### src/rtl/neuron_acc_if.sv
// neuron_acc_if: product stream in, per-neuron bias/ReLU controls, Q8.8 result out.
interface neuron_acc_if #(parameter int WIDTH = 16);
    logic signed [WIDTH-1:0] prod;
    logic                    prod_valid;
    logic                    prod_last;
    logic                    prod_ready;
    logic signed [WIDTH-1:0] bias;
    logic                    relu_en;
    logic signed [WIDTH-1:0] out;
    logic                    out_valid;
    logic                    out_ready;
    logic                    ovf;
    logic [7:0]              cnt;
    modport master (
        output prod, prod_valid, prod_last, bias, relu_en, out_ready,
        input  prod_ready, out, out_valid, ovf, cnt
    );
    modport slave (
        input  prod, prod_valid, prod_last, bias, relu_en, out_ready,
        output prod_ready, out, out_valid, ovf, cnt
    );
endinterface

### src/rtl/neuron_acc.sv
// neuron_acc: sums Q8.8 products into a wide accumulator, adds bias, saturates,
// optionally applies ReLU and hands one result per neuron downstream.
module neuron_acc #(
    parameter int WIDTH = 16,
    parameter int FRAC  = 8,
    parameter int ACC_W = 24
) (
    input logic         clk,
    input logic         reset,
    neuron_acc_if.slave s
);
    if (ACC_W < WIDTH + 4 || FRAC >= WIDTH) begin : g_bad_params
        $error("neuron_acc: invalid parameters");
    end

    localparam int AW1 = ACC_W + 1;
    localparam logic signed [ACC_W-1:0] ACC_MAX = {1'b0, {(ACC_W-1){1'b1}}};
    localparam logic signed [ACC_W-1:0] ACC_MIN = {1'b1, {(ACC_W-1){1'b0}}};
    localparam logic signed [WIDTH-1:0] OUT_MAX = {1'b0, {(WIDTH-1){1'b1}}};
    localparam logic signed [WIDTH-1:0] OUT_MIN = {1'b1, {(WIDTH-1){1'b0}}};

    typedef enum logic [1:0] {S_ACCUM, S_FINISH, S_OUT} state_t;

    state_t                  state_q, state_d;
    logic signed [ACC_W-1:0] acc_q, acc_d;
    logic signed [WIDTH-1:0] out_q, out_d;
    logic [7:0]              cnt_q, cnt_d;
    logic                    ovf_q, ovf_d;
    logic signed [AW1-1:0]   acc_sum, fin_sum;
    logic                    acc_clamp, fin_hi, fin_lo;
    logic signed [WIDTH-1:0] fin_sat;

    // One guard bit above ACC_W is enough: neither sum can overflow it.
    always_comb begin
        acc_sum   = AW1'(acc_q) + AW1'(s.prod);
        fin_sum   = AW1'(acc_q) + AW1'(s.bias);
        acc_clamp = acc_sum[ACC_W] ^ acc_sum[ACC_W-1];
        fin_hi    = fin_sum > AW1'(OUT_MAX);
        fin_lo    = fin_sum < AW1'(OUT_MIN);
        fin_sat   = fin_hi ? OUT_MAX : fin_lo ? OUT_MIN : fin_sum[WIDTH-1:0];
        state_d   = state_q;
        acc_d     = acc_q;
        cnt_d     = cnt_q;
        ovf_d     = ovf_q;
        out_d     = out_q;
        case (state_q)
            S_ACCUM: if (s.prod_valid) begin
                acc_d   = acc_clamp ? (acc_sum[ACC_W] ? ACC_MIN : ACC_MAX) : acc_sum[ACC_W-1:0];
                cnt_d   = cnt_q + {7'd0, cnt_q != 8'hFF};
                ovf_d   = ovf_q | acc_clamp;
                state_d = s.prod_last ? S_FINISH : S_ACCUM;
            end
            S_FINISH: begin
                out_d   = (s.relu_en && fin_sat[WIDTH-1]) ? '0 : fin_sat;
                ovf_d   = ovf_q | fin_hi | fin_lo;
                state_d = S_OUT;
            end
            S_OUT: if (s.out_ready) begin
                acc_d   = '0;
                cnt_d   = '0;
                ovf_d   = 1'b0;
                state_d = S_ACCUM;
            end
            default: state_d = S_ACCUM;
        endcase
    end

    always_ff @(posedge clk or negedge reset) begin
        if (!reset) begin
            state_q <= S_ACCUM;
            acc_q   <= '0;
            cnt_q   <= '0;
            ovf_q   <= 1'b0;
            out_q   <= '0;
        end else begin
            state_q <= state_d;
            acc_q   <= acc_d;
            cnt_q   <= cnt_d;
            ovf_q   <= ovf_d;
            out_q   <= out_d;
        end
    end

    assign s.prod_ready = state_q == S_ACCUM;
    assign s.out_valid  = state_q == S_OUT;
    assign s.out        = out_q;
    assign s.ovf        = ovf_q;
    assign s.cnt        = cnt_q;
endmodule

### src/flat_wrapper.sv
// flat-port wrapper written by rule: the top's interface ports become plain ports
module neuron_acc_flat 
#(
    parameter int WIDTH = 16,
    parameter int FRAC  = 8,
    parameter int ACC_W = 24
)
  (clk, reset, s_prod, s_prod_valid, s_prod_last, s_bias, s_relu_en, s_out_ready, s_prod_ready, s_out, s_out_valid, s_ovf, s_cnt);
  neuron_acc_if #(.WIDTH(WIDTH)) s_i ();
  input logic clk;
  input logic reset;
  input wire logic [$bits(s_i.prod)-1:0] s_prod;
  input wire logic [$bits(s_i.prod_valid)-1:0] s_prod_valid;
  input wire logic [$bits(s_i.prod_last)-1:0] s_prod_last;
  input wire logic [$bits(s_i.bias)-1:0] s_bias;
  input wire logic [$bits(s_i.relu_en)-1:0] s_relu_en;
  input wire logic [$bits(s_i.out_ready)-1:0] s_out_ready;
  output wire logic [$bits(s_i.prod_ready)-1:0] s_prod_ready;
  output wire logic [$bits(s_i.out)-1:0] s_out;
  output wire logic [$bits(s_i.out_valid)-1:0] s_out_valid;
  output wire logic [$bits(s_i.ovf)-1:0] s_ovf;
  output wire logic [$bits(s_i.cnt)-1:0] s_cnt;
  assign s_i.prod = s_prod;
  assign s_i.prod_valid = s_prod_valid;
  assign s_i.prod_last = s_prod_last;
  assign s_i.bias = s_bias;
  assign s_i.relu_en = s_relu_en;
  assign s_i.out_ready = s_out_ready;
  assign s_prod_ready = s_i.prod_ready;
  assign s_out = s_i.out;
  assign s_out_valid = s_i.out_valid;
  assign s_ovf = s_i.ovf;
  assign s_cnt = s_i.cnt;
  neuron_acc #(.WIDTH(WIDTH), .FRAC(FRAC), .ACC_W(ACC_W)) u_core (.clk(clk), .reset(reset), .s(s_i));
endmodule
### config.mk
export PLATFORM = sky130hd
export DESIGN_NAME = neuron_acc_flat
export DESIGN_NICKNAME = d
export VERILOG_FILES = /design/src/rtl/neuron_acc_if.sv /design/src/rtl/neuron_acc.sv /design/src/flat_wrapper.sv
export SDC_FILE = /design/constraint.sdc
export NUM_CORES = 1
export LEC_CHECK = 0
export CAP_MARGIN = 20
export CORE_MARGIN = 2
export CORE_UTILIZATION = 57
export CTS_CLUSTER_SIZE = 14
export DETAILED_ROUTE_END_ITERATION = 12
export MAX_ROUTING_LAYER = met4
export PLACE_DENSITY_LB_ADDON = 0.15
export SYNTH_ARGS = -nofsm -noshare
export SYNTH_HDL_FRONTEND = slang
export SYNTH_SLANG_ARGS = --single-unit
### constraint.sdc
create_clock -name clk -period 4.3 [get_ports clk]
set_input_delay 0.43 -clock clk [delete_from_list [all_inputs] [get_ports clk]]
set_output_delay 0.43 -clock clk [all_outputs]
set_load 0.005 [all_outputs]
Word-level counts from Yosys, hierarchy flattened --
Cells that the tools add are included.
Storage, ports and cells: register bits 51, output and inout bits 27, logic and storage cells 44, input port bits 38
Cells by class: order comparisons 2, equality and inequality tests 5, muxes and demuxes 18, bitwise operators 4, add/subtract/negate cells 3, reductions and logical operators 7
Operators with widths (number):
- 2-to-1 mux 24 bit | 4
- adder 24 x 16 -> 25 bit | 2
- 2-to-1 mux 16 bit | 3
- case mux 24 bit (2 select lines) | 1
- greater-than comparator 25 x 16 -> 1 bit (second input constant) | 1
- < comparator 25 x 16 -> 1 bit (second input constant) | 1
- 2-to-1 mux 8 bit | 2
- case mux 8 bit (2 select lines) | 1
- adder 8 x 1 -> 8 bit | 1
- != test 8 bit (second input constant) | 1
- case mux 2 bit (3 select lines) | 1
- AND reduction 3 bit | 2
- 2-to-1 mux 2 bit | 2
- != test 2 bit (second input constant) | 2
- 2-to-1 mux 1 bit | 3
- OR 1 bit | 3
- case mux 1 bit (3 select lines) | 1
- nonzero test 3 bit | 1
- == test 2 x 1 -> 1 bit (second input constant) | 1
- == test 2 bit (second input constant) | 1
- logical NOT 2 bit | 1
- AND reduction 2 bit | 1
- nonzero test 2 bit | 1
- logical AND 1 bit | 1
- XOR 1 bit | 1

Longest topological paths before layout --
Gate-level depths: netlist (run 1).
word-level depth 6, depth in mapped cells 13, depth with buffers taken out 11

Least setup slack after synthesis (run 1) --
Ideal clock, no wire load.
path type input to register, start point input s_prod[0], end point register u_core.acc_q[17], arrival time 3.223 ns, stages 13, buffers on the path 2, library setup time 0.126 ns, path slack 0.951 ns, required time 4.174 ns, cell sequence ha_1 -> fa_1 -> a211oi_1 -> o21bai_1 -> o31a_1 -> a211o_1 -> a31oi_2 -> o2111a_1 -> a211oi_2 -> and2_0 -> clkbuf_1 -> buf_2 -> a221o_1
Between the ends: longest elaborated chain between the ends 5, elaborated cells between the ends (all ways) 6, those cells by class add/sub (1); mux (4); bitwise (1)
RTL lines:
- from (decl) | RTL line flat_wrapper.sv:12 | input wire logic [$bits(s_i.prod)-1:0] s_prod;
- adder 24 x 16 -> 25 bit (*) | RTL line neuron_acc.sv:35 | acc_sum = AW1'(acc_q) + AW1'(s.prod);
- 2-to-1 mux 24 bit / XOR 1 bit (equally long branches) | RTL line neuron_acc.sv:48, neuron_acc.sv:37
- 2-to-1 mux 24 bit (*) | RTL line neuron_acc.sv:48 | acc_d = acc_clamp ? (acc_sum[ACC_W] ? ACC_MIN : ACC_MAX) : acc_sum[ACC_W-1:0];
- 2-to-1 mux 24 bit (*) | RTL line neuron_acc.sv:47 | S_ACCUM: if (s.prod_valid) begin
- case mux 24 bit (2 select lines) (*) | RTL line neuron_acc.sv:46 | case (state_q)
- to (signal assigned) | RTL line neuron_acc.sv:71 | acc_q <= '0;
- to (signal assigned) | RTL line neuron_acc.sv:77 | acc_q <= acc_d;
- to (decl) | RTL line neuron_acc.sv:25 | logic signed [ACC_W-1:0] acc_q, acc_d;
Every way passes the cells marked *; elsewhere a longest branch is shown, timed or not. The select of a mux whose other input is x is not followed. A chain may end at the register's enable or synchronous reset.

Final worst setup path (run 1) --
start point input s_prod[0], end point register u_core.acc_q[1]
Same word-level chain as after synthesis.

==> results.txt, run 1 <==
The flow ran to the end, and the final reports show no timing, DRC or antenna violations. The number of buffers created by CTS came out at 5. For this run, the top clock speed supported by timing is 0.2684 GHz.

The data arrival time of the critical path is 3910 ps. After global routing the overflow that remains totals 0. The antenna violation net count after detailed routing came out at 0. The placer's final routability congestion estimate is 0.9528.

By area, the combinational part of the netlist is dominated by compound AO/OA/AOI/OAI gates. For the pin with the worst max-slew slack, the measured transition is 779.2 ps. The overall power consumption came out at 4.551 mW. The share of flip-flops with an asynchronous set or reset after synthesis is 1.000.

The source-to-sink clock delay at the later pin of the worst-skew pair is 310 ps. The post-synthesis adder-cell area fraction came out at 0.1475. Setup repair after global routing left no endpoint under its margin.

The maximum fanout count along the critical path came out at 23. The post-synth net total is 641. The finished cells cover 5669 sq um. The clock net in this run drives a total of 51 sinks. The global-route wire length before repair is 19.82 mm. The path category of the worst min-delay check is input pin to asynchronous set/reset pin.

The post-detailed-route DRC marker count came out at 0. The total of flip-flops plus latches after synthesis is 51. Once layout is complete, the utilization of the core stands at 0.6900. The part of the Yosys area used for sequential elements is 0.2631.

Of the total synthesized cell area, the portion taken by AND, OR, NAND and NOR gates is 0.1622. The CTS tree is done. The worst path in the final design needs a cycle of 3726 ps, including I/O delays and setup.

The number of setup violations in the final report came out at 0. The clock tree buffer depth is 2. The remaining max-slew budget at the tightest pin is 0.4805. In the layout the commonest cells are sky130_fd_sc_hd__clkdlybuf4s50_1, sky130_fd_sc_hd__ha_1, sky130_fd_sc_hd__dfrtp_1.

The total number of vias is 4583. The cell area that synthesis handed to floorplanning was 4851 sq um. The mean number of vias per cell is 6.482. The H-tree was split into 2 levels. The number of global-route vias before repair is 4278. The post-route worst setup slack is 574.2 ps.

The HPWL after detailed placement is 9.359 mm. The placeable core region came out at 8217 sq um. The die is 96.25 um tall. Of the cells placed in the final design, the portion with a size suffix greater than 1 is 0.05316.

The number of antenna violations at the first check in global routing came to 0. The repair_antennas step left the layout with diodes totalling 0. The worst setup path is launched from an input pin.

The power per cell area is 802.7 nW/um^2. The count of max-cap constraint violations is 0. The leakage component of the power came out at 2.514 nW.

The reg2reg setup slack is 670 ps. The final wirelength came out at 11.94 mm. The worst path required time came out at 4490 ps. The number of detailed-route iterations in the first pass is 4. The launching point of the worst reg2reg path is u_core.acc_q[0]$_DFFE_PN0P_. The clock-pin transition on the worst setup and hold timing paths came out at 90 ps. The horizontal die dimension is 96.25 um. The number of placement rows is 33. The global router's overall resource usage is 0.2767. The layout overhead on the synthesized area is 16.87%. The number of warnings reported in the yosys synthesis log came out at 0. The wire length per cell after detailed routing came out at 16.89 um.

The endpoint type of the worst setup path is a flop. The number of flops mapped to enable cells by yosys is 0. The class of the most critical setup path is input pin to flop.

The worst register-to-register path has a depth of 12. The xor-xnor portion of the synthesized cell area came out at 0.07042. The peak supply drop came out at 349.0 uV.

The count of cells resized by post-cts repair is 0. Buffers placed on the I/O ports in this run total 64. The top-level I/O count is 65. The placed standard-cell area is 5537 sq um.

After technology mapping, the gate count stands at 547. The final-layout setup total negative slack is 0 ps. The top flip-flop cell by instance count after synthesis is sky130_fd_sc_hd__dfrtp_1. The worst setup slack after placement is 301.6 ps. The hold violation count in the final report was 0. The post-route clock period utilization is 0.8665.

Entering global routing, the biggest net connects 52 pins. After filler insertion, the fill cell instance count of the layout stands at 685. The initial standard-cell utilization of the core is 0.5904. The root cell of the clock tree is sky130_fd_sc_hd__clkbuf_8. Clock skew on the completed layout was measured at 7.098 ps. The proportion of synthesized area in mux cells came out at 0.006190. The DRC violation total after the first TritonRoute iteration is 169.

The number of slew-limit violations in the final report came out at 0. The synthesized-area fraction occupied by ao, oa, aoi and oai cells came to 0.3160. For this run, the post-layout net count is 696. The distinct cell type count of the synthesized netlist came out at 66. In this run the critical register-to-register path is captured at u_core.acc_q[1]$_DFFE_PN0P_. The most common cell after layout, fill and taps aside is sky130_fd_sc_hd__clkdlybuf4s50_1. The floorplan step defined a die boundary enclosing 9264 sq um. A synthesized cell averages 8.868 sq um.
-- critical path, cell delays in order --
cell and delay (ps):
sky130_fd_sc_hd__clkdlybuf4s50_1 410, sky130_fd_sc_hd__ha_1 230, sky130_fd_sc_hd__fa_1 440, sky130_fd_sc_hd__a211oi_1 260, sky130_fd_sc_hd__o21bai_1 130, sky130_fd_sc_hd__o31a_1 270, sky130_fd_sc_hd__a211o_1 380, sky130_fd_sc_hd__a31oi_2 330
sky130_fd_sc_hd__o2111ai_1 180, sky130_fd_sc_hd__xor2_1 200, sky130_fd_sc_hd__and2_0 160, sky130_fd_sc_hd__buf_4 200, sky130_fd_sc_hd__a221o_1 290
-- through the flow --
stage,cells,hold slack [ps]
2_1_floorplan,547,134.4
3_3_place_gp,698,495.8
3_5_place_dp,698,510.6
4_1_cts,705,378.7
5_1_grt,707,551.3
6_report,707,522.6
-- report_power, final --
part / internal [mW] / leakage (nW) / switching [mW]
Clock: 0.171 / 0.0513 / 0.158
Sequential: 0.719 / 0.631 / 0.219
Combinational: 1.54 / 1.83 / 1.74
Total: 2.43 / 2.51 / 2.12
-- cell families (layout without fill, tap and decap cells) --
family / after synthesis / count (layout)
xor+xnor: 39 / 39
mux: 3 / 3
buf+inv: 38 / 93
compound gates: 210 / 210
simple gates: 150 / 150
flops: 51 / 51
fa+ha+maj: 56 / 56
-- registers in the layout (all words and copies together) (netlist names) --
register,cells
u_core.state_q,2
u_core.s.ovf,1
u_core.acc_q,24
u_core.s.cnt,8
u_core.s.out,16
-- per-layer routing --
| layer | up-vias | wire [um] | global-route usage |
|---|---|---|---|
| li1 | 2209 | - | - |
| met1 | 2206 | 5497 | 0.3519 |
| met2 | 154 | 5713 | 0.4676 |
| met3 | 14 | 538 | 0.02741 |
| met4 | 0 | 193 | 0.07976 |
| met5 | - | 0 | - |
-- worst max-delay path by stage --
stage	slack (ps)	end	start
after floorplan	950	u_core.acc_q[17]$_DFFE_PN0P_	s_prod[0]
after global placement	400	u_core.acc_q[5]$_DFFE_PN0P_	s_prod[0]
after detailed placement	300	u_core.acc_q[1]$_DFFE_PN0P_	s_prod[0]
after CTS	600	u_core.acc_q[1]$_DFFE_PN0P_	s_prod[0]
after global routing	390	u_core.acc_q[1]$_DFFE_PN0P_	s_prod[0]
final	570	u_core.acc_q[1]$_DFFE_PN0P_	s_prod[0]
-- area by class of cell --
cell class | instances | area [sq um] | share of cell area
Multi-Input combinational cell | 458 | 3407 | 0.6010
Sequential cell | 51 | 1276 | 0.2251
Timing Repair Buffer | 69 | 688.2 | 0.1214
Tap cell | 105 | 131.4 | 0.02317
Clock buffer | 6 | 72.57 | 0.01280
Inverter | 17 | 63.81 | 0.01126
Clock inverter | 1 | 30.03 | 0.005297
-- Yosys cell counts, drive strengths merged, types with 7 or more instances --
cell type | number | area, sq um
a221o | 27 | 270.3
a21o | 27 | 204.0
nor2b | 17 | 106.4
nand2 | 33 | 126.4
ha | 54 | 675.7
xnor2 | 20 | 175.2
clkbuf | 15 | 56.30
dfrtp | 51 | 1276
a211oi | 13 | 102.6
nand3 | 17 | 85.08
xor2 | 19 | 166.4
a311o | 11 | 112.6
a21oi | 47 | 235.2
o21ai | 35 | 178.9
inv | 17 | 63.81
o211ai | 7 | 62.56
nand4 | 12 | 75.07
and3 | 7 | 43.79
nor2 | 36 | 135.1
-- repair_timing --
item / 4_1_cts / 5_1_grt
endpoints found under the hold margin: 0 / 10
endpoints found under the setup margin: 0 / 0
hold buffers: 0 / 1
buffers inserted: 0 / 0
Note: power is estimated with default switching activity, not from simulation.
==> inputs of run 2 (changes only) <==
--- a/config.mk
+++ b/config.mk
@@ -5,9 +5,10 @@
 export SDC_FILE = /design/constraint.sdc
 export NUM_CORES = 1
 export LEC_CHECK = 0
+export ABC_AREA = 1
 export CAP_MARGIN = 20
 export CORE_MARGIN = 2
-export CORE_UTILIZATION = 57
+export CORE_UTILIZATION = 58
 export CTS_CLUSTER_SIZE = 14
 export DETAILED_ROUTE_END_ITERATION = 12
 export MAX_ROUTING_LAYER = met4
==> results.txt, run 2 <==
The final worst clock skew was 19.33 ps (was 7.098 ps). The most numerous cell type found on the critical path is sky130_fd_sc_hd__nand2_1. CP Cell Sequence: clkdlybuf4s50_1 > ha_1 > nand2_1 > nor4_2 > nand3_1 > nand3_1 > nand2_1 > nand2_1 > nand2_2 > nand2_2 > inv_1 > o21ai_0 > nand2_1 > nand2_1 (was clkdlybuf4s50_1 > ha_1 > fa_1 > a211oi_1 > o21bai_1 > o31a_1 > a211o_1 > a31oi_2 > o2111ai_1 > xor2_1 > and2_0 > buf_4 > a221o_1). The worst path required time came out at 4540 ps (was 4490 ps). The placer's final routability congestion estimate came out at 0.9840 (was 0.9528). The number of setup violations in the final report is 0 (unchanged).

The distinct cell type count of the synthesized netlist came out at 45 (was 66). The initial standard-cell utilization of the core is 0.5942 (was 0.5904). The quantity of hold-fixing buffers added after cts is 0 (unchanged). The utilization after layout came out at 0.6840 (was 0.6900). The number of slew-limit violations in the final report was 0 (unchanged). The number of flops mapped to enable cells by yosys came out at 0 (unchanged). The clock tree buffer depth came out at 2 (unchanged). The maximum fanout count along the critical path came to 19 (was 23). The number of warnings reported in the yosys synthesis log came out at 0 (unchanged).

The worst setup slack after placement is 1082 ps (was 301.6 ps). The top flip-flop cell by instance count after synthesis is sky130_fd_sc_hd__dfrtp_1 (unchanged). The final layout net count is 1087 (was 696). The CTS tree is done (unchanged). The final-layout setup total negative slack is 0 ps (unchanged). The vertical extent of the die came out at 103.6 um (was 96.25 um). The buffering stage count on the worst path with inverters included is 2 (unchanged).

The launching point of the worst reg2reg path is u_core.state_q[0]$_DFFE_PN0P_ (was u_core.acc_q[0]$_DFFE_PN0P_). The number of antenna violations at the first check in global routing came to 0 (unchanged). The share of flip-flops with an asynchronous set or reset after synthesis is 1.000 (unchanged). The synthesized area came out at 5754 sq um (was 4851 sq um).

The overall die area is 10730 sq um (was 9264 sq um). The total inserted antenna cells came out at 0 (unchanged). The data arrival time of the critical path is 3200 ps (was 3910 ps). The family with the most delay on the worst path is simple AND/OR/NAND/NOR gates (was compound AO/OA/AOI/OAI gates).

The number of buffers added for setup after CTS came to 0 (unchanged). The post-layout minimum cycle time is 2954 ps (was 3726 ps). The share of the synthesized area in the top cell type came out at 0.2407 (was 0.2631). RSZ-0062 raised after global routing: false (unchanged). The placeable core region came to 9684 sq um (was 8217 sq um).

The most common cell after layout, fill and taps aside is sky130_fd_sc_hd__nand2_1 (was sky130_fd_sc_hd__clkdlybuf4s50_1). The timing endpoint of the critical path was u_core.acc_q[19]$_DFFE_PN0P_ (was u_core.acc_q[1]$_DFFE_PN0P_). The global router's overall resource usage is 0.2864 (was 0.2767). The number of H-tree levels is 2 (unchanged). The share of post-route cells with drive strength above 1 came out at 0.05332 (was 0.05316).

The placed cell count was 1119 (was 698). The worst flop-to-flop path endpoint was u_core.s.cnt[6]$_DFFE_PN0P_ (was u_core.acc_q[1]$_DFFE_PN0P_). The total of flip-flops plus latches after synthesis is 51 (unchanged). The largest area contributor in the netlist is sky130_fd_sc_hd__nand2_1 (was sky130_fd_sc_hd__dfrtp_1). The mean number of vias per cell is 5.196 (was 6.482). The quantity of I/O buffers inserted on ports is 64 (unchanged). The number of global-route vias before repair is 5403 (was 4278). The tightest hold margin came out at 184.5 ps (was 522.6 ps).

The worst-case reg-to-reg path depth came to 13 (was 12). The post-route worst setup slack is 1346 ps (was 574.2 ps). The clock-pin transition on the worst setup and hold timing paths came to 100 ps (was 90 ps). The HPWL reported at the end of detailed placement came out at 12.36 mm (was 9.359 mm).

Outcome: completed (unchanged). The maximum number of pins on one net before global-route repair is 52 (unchanged). The critical path's largest stage delay is 590 ps (was 440 ps). The clock sink count came out at 51 (unchanged).

List of most frequent post-synthesis cells: sky130_fd_sc_hd__nand2_1, sky130_fd_sc_hd__inv_1, sky130_fd_sc_hd__ha_1 (was sky130_fd_sc_hd__ha_1, sky130_fd_sc_hd__dfrtp_1, sky130_fd_sc_hd__a21oi_1). The post-detailed-route DRC marker count is 0 (unchanged). The type of element launching the critical path is an input pin (unchanged). The highest attainable clock frequency is 0.3385 GHz (was 0.2684 GHz).

The area of all placed cells without fillers came out at 6624 sq um (was 5669 sq um). The startpoint of the worst setup timing path is s_prod[15] (was s_prod[0]). The number of buffers created by CTS is 5 (unchanged). The leakage component of the power was 3.674 nW (was 2.514 nW). The source-to-sink clock delay at the later pin of the worst-skew pair came out at 320 ps (was 310 ps). Top library cells by usage in the layout, fill and taps aside: sky130_fd_sc_hd__nand2_1, sky130_fd_sc_hd__inv_1, sky130_fd_sc_hd__clkdlybuf4s50_1 (was sky130_fd_sc_hd__clkdlybuf4s50_1, sky130_fd_sc_hd__ha_1, sky130_fd_sc_hd__dfrtp_1).

The number of non-filler instances in the completed layout came out at 1127 (was 707). The horizontal die dimension came out at 103.6 um (was 96.25 um). The final wirelength came to 14.61 mm (was 11.94 mm). The overall power consumption came out at 4.934 mW (was 4.551 mW). The peak supply drop came to 334.2 uV (was 349.0 uV).

The class of the most critical setup path is input pin to flop (unchanged). The part of the Yosys area used for sequential elements came out at 0.2218 (was 0.2631). The average size of a mapped cell came out at 6.187 sq um (was 8.868 sq um). The power per cell area is 744.9 nW/um^2 (was 802.7 nW/um^2). The number of flip-flops in the largest register is 24 (unchanged). The top-level I/O count came out at 65 (unchanged). The layout overhead on the synthesized area is 15.11% (was 16.87%).

The global-route wire length before repair is 24.79 mm (was 19.82 mm). The path category of the worst min-delay check is input pin to asynchronous set/reset pin (unchanged). The number of instances in the synthesized netlist came to 930 (was 547). The cell with the biggest individual delay on the critical path is sky130_fd_sc_hd__clkdlybuf4s50_1 (was sky130_fd_sc_hd__fa_1). The total number of vias is 5856 (was 4583). The logic depth of the worst setup path including buffers came out at 14 (was 13). The number of placement rows is 36 (was 33).

The wire length per cell after detailed routing came out at 12.96 um (was 16.89 um). The count of max-cap constraint violations came out at 0 (unchanged). Biggest area contributors in the synthesized netlist: sky130_fd_sc_hd__nand2_1, sky130_fd_sc_hd__dfrtp_1, sky130_fd_sc_hd__ha_1 (was sky130_fd_sc_hd__dfrtp_1, sky130_fd_sc_hd__ha_1, sky130_fd_sc_hd__a221o_1). The reg2reg setup slack is 1480 ps (was 670 ps). The hold violation count in the final report came out at 0 (unchanged).

The remaining max-slew budget at the tightest pin came out at 0.5297 (was 0.4805). The endpoint type of the worst setup path was a flop (unchanged). The placed standard-cell area came out at 6509 sq um (was 5537 sq um).

The number of detailed-route iterations in the first pass came out at 5 (was 4). The post-route clock period utilization came to 0.6869 (was 0.8665). The most flop-heavy register is u_core.acc_q (unchanged). The DRC violation total after the first TritonRoute iteration was 201 (was 169). The most common cell in the synthesized netlist is sky130_fd_sc_hd__nand2_1 (was sky130_fd_sc_hd__ha_1). The count of cells resized by post-cts repair came out at 0 (unchanged). The actual slew at the worst max-slew pin is 704.7 ps (was 779.2 ps).

The antenna violation net count after detailed routing came out at 0 (unchanged). The root cell of the clock tree was sky130_fd_sc_hd__clkbuf_8 (unchanged). The post-synth net total came out at 1024 (was 641). The overflow left after global routing is 0 (unchanged).
[run 2: how the worst min path moves through the flow]
stage,startpoint,to,slack (ps),cells after the start
3_5_place_dp,u_core.s.out[10]$_DFFE_PN0P_,u_core.s.out[10]$_DFFE_PN0P_,460,2
4_1_cts,reset,u_core.s.out[13]$_DFFE_PN0P_,230,2
3_3_place_gp,u_core.s.out[9]$_DFFE_PN0P_,u_core.s.out[9]$_DFFE_PN0P_,460,2
6_report,reset,u_core.s.out[11]$_DFFE_PN0P_,180,2
5_1_grt,reset,u_core.s.out[13]$_DFFE_PN0P_,270,2
2_1_floorplan,reset,u_core.acc_q[0]$_DFFE_PN0P_,130,0
[run 2: kinds of logic (layout without fill, tap and decap cells)]
logic type | count (synthesis) | count (layout) | synth area share
adder cells (fa/ha/maj) | 56 | 56 | 0.1244
flip-flops | 51 | 51 | 0.2218
XOR/XNOR | 26 | 26 | 0.04284
AND/OR/NAND/NOR | 546 | 546 | 0.4094
buffers and inverters | 139 | 203 | 0.09502
AO/OA/AOI/OAI | 112 | 112 | 0.1065
[run 2: layout make-up]
type	count	area, sq um
Multi-Input combinational cell	740	3931
Timing Repair Buffer	66	650.6
Tap cell	133	166.4
Inverter	129	484.2
Clock buffer	5	68.82
Fill cell	912	3060
Sequential cell	51	1276
Clock inverter	3	46.29
[run 2: power by group]
part / switching (mW) / internal [mW] / leakage [nW]
sequential: 0.203 / 0.702 / 0.645
combinational: 2.31 / 1.36 / 2.97
clock: 0.176 / 0.176 / 0.0548
[run 2: layer usage]
metal | vias up | wire length (um) | global-route usage
li1 | 3097 | - | -
met1 | 2584 | 6664 | 0.3649
met2 | 144 | 6950 | 0.4782
met3 | 31 | 582 | 0.02706
met4 | 0 | 408 | 0.1014
met5 | - | 0 | -
==> inputs of run 3 (changes only) <==
--- a/config.mk
+++ b/config.mk
@@ -8,7 +8,7 @@
 export ABC_AREA = 1
 export CAP_MARGIN = 20
 export CORE_MARGIN = 2
-export CORE_UTILIZATION = 58
+export CORE_UTILIZATION = 53
 export CTS_CLUSTER_SIZE = 14
 export DETAILED_ROUTE_END_ITERATION = 12
 export MAX_ROUTING_LAYER = met4
==> constraint.sdc (replaced) <==
create_clock -name clk -period 2.6 [get_ports clk]
set_input_delay 0.26 -clock clk [delete_from_list [all_inputs] [get_ports clk]]
set_output_delay 0.26 -clock clk [all_outputs]
set_load 0.005 [all_outputs]
==> results.txt, run 3 (synthesized netlist as in run 2, its figures left out) <==
The clock tree buffer depth came out at 2 (unchanged). The maximum number of pins on one net before global-route repair came to 35 (was 52). The horizontal die dimension came out at 108.2 um (was 103.6 um). The total number of vias came out at 6586 (was 5856). The final wirelength came out at 17.74 mm (was 14.61 mm).

Outcome: completed (unchanged). The number of antenna violations at the first check in global routing came to 0 (unchanged). The remaining max-slew budget at the tightest pin came out at 0.6931 (was 0.5297). The count of max-cap constraint violations is 0 (unchanged). The total inserted antenna cells is 0 (unchanged). The HPWL reported at the end of detailed placement is 14.16 mm (was 12.36 mm).

The most common cell after layout, fill and taps aside is sky130_fd_sc_hd__nand2_1 (unchanged). The top-level I/O count came out at 65 (unchanged). The overall die area came out at 11710 sq um (was 10730 sq um). The leakage component of the power was 4.359 nW (was 3.674 nW). The source-to-sink clock delay at the later pin of the worst-skew pair is 320 ps (about the same). The placeable core region came to 10700 sq um (was 9684 sq um).

The buffering stage count on the worst path with inverters included came out at 1 (was 2). The number of H-tree levels came out at 2 (unchanged). The endpoint type of the worst setup path is a flop (unchanged). The overflow left after global routing is 0 (unchanged). The vertical extent of the die came out at 108.2 um (was 103.6 um). The maximum fanout count along the critical path is 8 (was 19).

The number of detailed-route iterations in the first pass came out at 6 (was 5). The final worst clock skew is 11.76 ps (was 19.33 ps). The placer's final routability congestion estimate is 0.9669 (was 0.9840). The actual slew at the worst max-slew pin came out at 460.4 ps (was 704.7 ps).

The class of the most critical setup path was flop to flop (was input pin to flop). The most flop-heavy register was u_core.acc_q (unchanged). The number of flip-flops in the largest register is 24 (unchanged).

The number of slew-limit violations in the final report came out at 0 (unchanged). The launching point of the worst reg2reg path is u_core.acc_q[0]$_DFFE_PN0P_ (was u_core.state_q[0]$_DFFE_PN0P_). The cell seen most often among critical-path stages is sky130_fd_sc_hd__nand2_2 (was sky130_fd_sc_hd__nand2_1). The root cell of the clock tree is sky130_fd_sc_hd__clkbuf_8 (unchanged).

CP Cell Sequence: ha_2 > fa_2 > nand2_2 > nand2_2 > and2_4 > nand3b_4 > nand3_4 > nand2_2 > nand2_4 > xor2_4 > inv_2 > nand2_4 > nand3_1 > nand2_1 > a21oi_1 (was clkdlybuf4s50_1 > ha_1 > nand2_1 > nor4_2 > nand3_1 > nand3_1 > nand2_1 > nand2_1 > nand2_2 > nand2_2 > inv_1 > o21ai_0 > nand2_1 > nand2_1). The final layout net count came out at 1226 (was 1087). The post-detailed-route DRC marker count came out at 0 (unchanged). The layout overhead on the synthesized area came out at 38.33% (was 15.11%).

The CTS tree is done (unchanged). RSZ-0062 raised after global routing: true (was false). The register cell area after layout is 1277 sq um (was 1276 sq um).

The post-layout minimum cycle time is 2517 ps. The family with the most delay on the worst path is simple AND/OR/NAND/NOR gates (unchanged). The cell with the biggest individual delay on the critical path was sky130_fd_sc_hd__dfrtp_1 (was sky130_fd_sc_hd__clkdlybuf4s50_1). The path category of the worst min-delay check is input pin to asynchronous set/reset pin (unchanged). Top library cells by usage in the layout, fill and taps aside: sky130_fd_sc_hd__nand2_1, sky130_fd_sc_hd__buf_4, sky130_fd_sc_hd__inv_1 (was sky130_fd_sc_hd__nand2_1, sky130_fd_sc_hd__inv_1, sky130_fd_sc_hd__clkdlybuf4s50_1). The quantity of I/O buffers inserted on ports is 64 (unchanged). The global-route wire length before repair is 26.92 mm (was 24.79 mm).

The wire length per cell after detailed routing was 13.94 um (was 12.96 um). The fill cell total of the finished layout came to 921 (was 912). The peak supply drop is 649.3 uV (was 334.2 uV).

The post-route clock period utilization came out at 0.9681. The number of buffers created by CTS came out at 5 (unchanged). The critical path's largest stage delay came to 440 ps (was 590 ps).

The worst-case reg-to-reg path depth came out at 15 (was 13). The data arrival time of the critical path came out at 2730 ps (was 3200 ps). The area of the multi-input gates came out at 4232 sq um (was 3931 sq um). The share of post-route cells with drive strength above 1 is 0.2058 (was 0.05332).

The mean number of vias per cell is 5.178 (was 5.196). The clock sink count is 51 (unchanged). The DRC violation total after the first TritonRoute iteration came out at 278 (was 201). The worst path required time is 2810 ps (was 4540 ps).

The type of element launching the critical path is a flop (was input pin). The initial standard-cell utilization of the core is 0.5379 (was 0.5942). The power per cell area is 1285 nW/um^2 (was 744.9 nW/um^2).

The area of all placed cells without fillers came out at 7960 sq um (was 6624 sq um). The number of global-route vias before repair is 5967 (was 5403). The clock-pin transition on the worst setup and hold timing paths came to 110 ps (was 100 ps). The reg2reg setup slack is 80 ps (was 1480 ps). The antenna violation net count after detailed routing came to 0 (unchanged). The overall power consumption was 10.23 mW (was 4.934 mW). The number of placement rows was 38 (was 36). The number of setup violations in the final report is 0 (unchanged).

Derived from the worst setup path, the maximum achievable clock frequency is 0.3973 GHz. The hold violation count in the final report came out at 0 (unchanged). The global router's overall resource usage came out at 0.3016 (was 0.2864). The placed standard-cell area is 7516 sq um (was 6509 sq um). The worst flop-to-flop path endpoint was u_core.s.ovf$_DFFE_PN0P_ (was u_core.s.cnt[6]$_DFFE_PN0P_).
-- run 3: metrics by stage --
| step | utilization | TNS [ps] | instances | hold slack [ps] | setup slack, ps |
|---|---|---|---|---|---|
| 3_3_place_gp | 0.7026 | -8632 | 1259 | 199.0 | -316.7 |
| 4_1_cts | 0.7149 | 0 | 1267 | 392.4 | 1.097 |
| 5_1_grt | 0.7441 | -462.7 | 1272 | 425.6 | -63.24 |
| 6_report | 0.7441 | 0 | 1272 | 389.6 | 82.83 |
| 2_1_floorplan | - | 0 | 930 | -35.59 | 196.1 |
| 3_5_place_dp | 0.7026 | -9885 | 1259 | 207.4 | -363.2 |
-- run 3: final cells by class --
cell class	count	share of cell area
inverter	129	0.06146
sequential	51	0.1605
clock inverter	2	0.004716
tap	140	0.02201
multi-input combinational	742	0.5316
clock buffer	5	0.008645
timing repair buffer	203	0.2111
-- run 3: routing by layer --
| metal | share of wire | GRT usage | wire length, um | vias to the layer above |
|---|---|---|---|---|
| met5 | 0 | - | 0 | - |
| met4 | 0.038 | 0.1273 | 667 | 0 |
| met3 | 0.036 | 0.03195 | 632 | 42 |
| met2 | 0.49 | 0.5148 | 8694 | 166 |
| met1 | 0.44 | 0.3625 | 7743 | 3001 |
| li1 | - | - | - | 3377 |
-- run 3: power breakdown --
| group | total (mW) | switching (mW) | internal, mW | leakage [nW] |
|---|---|---|---|---|
| combinational | 8.13 | 4.52 | 3.62 | 3.67 |
| sequential | 1.52 | 0.359 | 1.16 | 0.644 |
| clock | 0.576 | 0.294 | 0.282 | 0.0502 |
-- run 3: worst reg2reg max path, cell delays in order, from the launching register on --
cell	delay (ps)
sky130_fd_sc_hd__dfrtp_1	440
sky130_fd_sc_hd__ha_2	220
sky130_fd_sc_hd__fa_2	350
sky130_fd_sc_hd__nand2_2	90
sky130_fd_sc_hd__nand2_2	60
sky130_fd_sc_hd__and2_4	150
sky130_fd_sc_hd__nand3b_4	100
sky130_fd_sc_hd__nand3_4	90
sky130_fd_sc_hd__nand2_2	90
sky130_fd_sc_hd__nand2_4	60
sky130_fd_sc_hd__xor2_4	290
sky130_fd_sc_hd__inv_2	140
sky130_fd_sc_hd__nand2_4	140
sky130_fd_sc_hd__nand3_1	80
sky130_fd_sc_hd__nand2_1	60
sky130_fd_sc_hd__a21oi_1	50
-- run 3: timing repair --
action	CTS	global route
hold endpoints to repair	17	0
resized for setup	3	58
pin swaps	0	6
endpoints found under the setup margin	2	39
buffers inserted	0	3
gates cloned	0	2
hold buffers	1	0
-- run 3: worst max-delay path by stage --
stage	startpoint	end	slack, ps	cells past startpoint
final	u_core.acc_q[0]$_DFFE_PN0P_	u_core.s.ovf$_DFFE_PN0P_	80	15
after global routing	s_prod[15]	u_core.acc_q[13]$_DFFE_PN0P_	-60	14
after CTS	u_core.acc_q[0]$_DFFE_PN0P_	u_core.acc_q[11]$_DFFE_PN0P_	1	15
after detailed placement	s_bias[15]	u_core.s.out[0]$_DFFE_PN0P_	-360	17
after global placement	s_bias[15]	u_core.s.out[0]$_DFFE_PN0P_	-320	17
after floorplan	u_core.acc_q[0]$_DFFE_PN0P_	u_core.s.out[5]$_DFFE_PN0P_	200	16
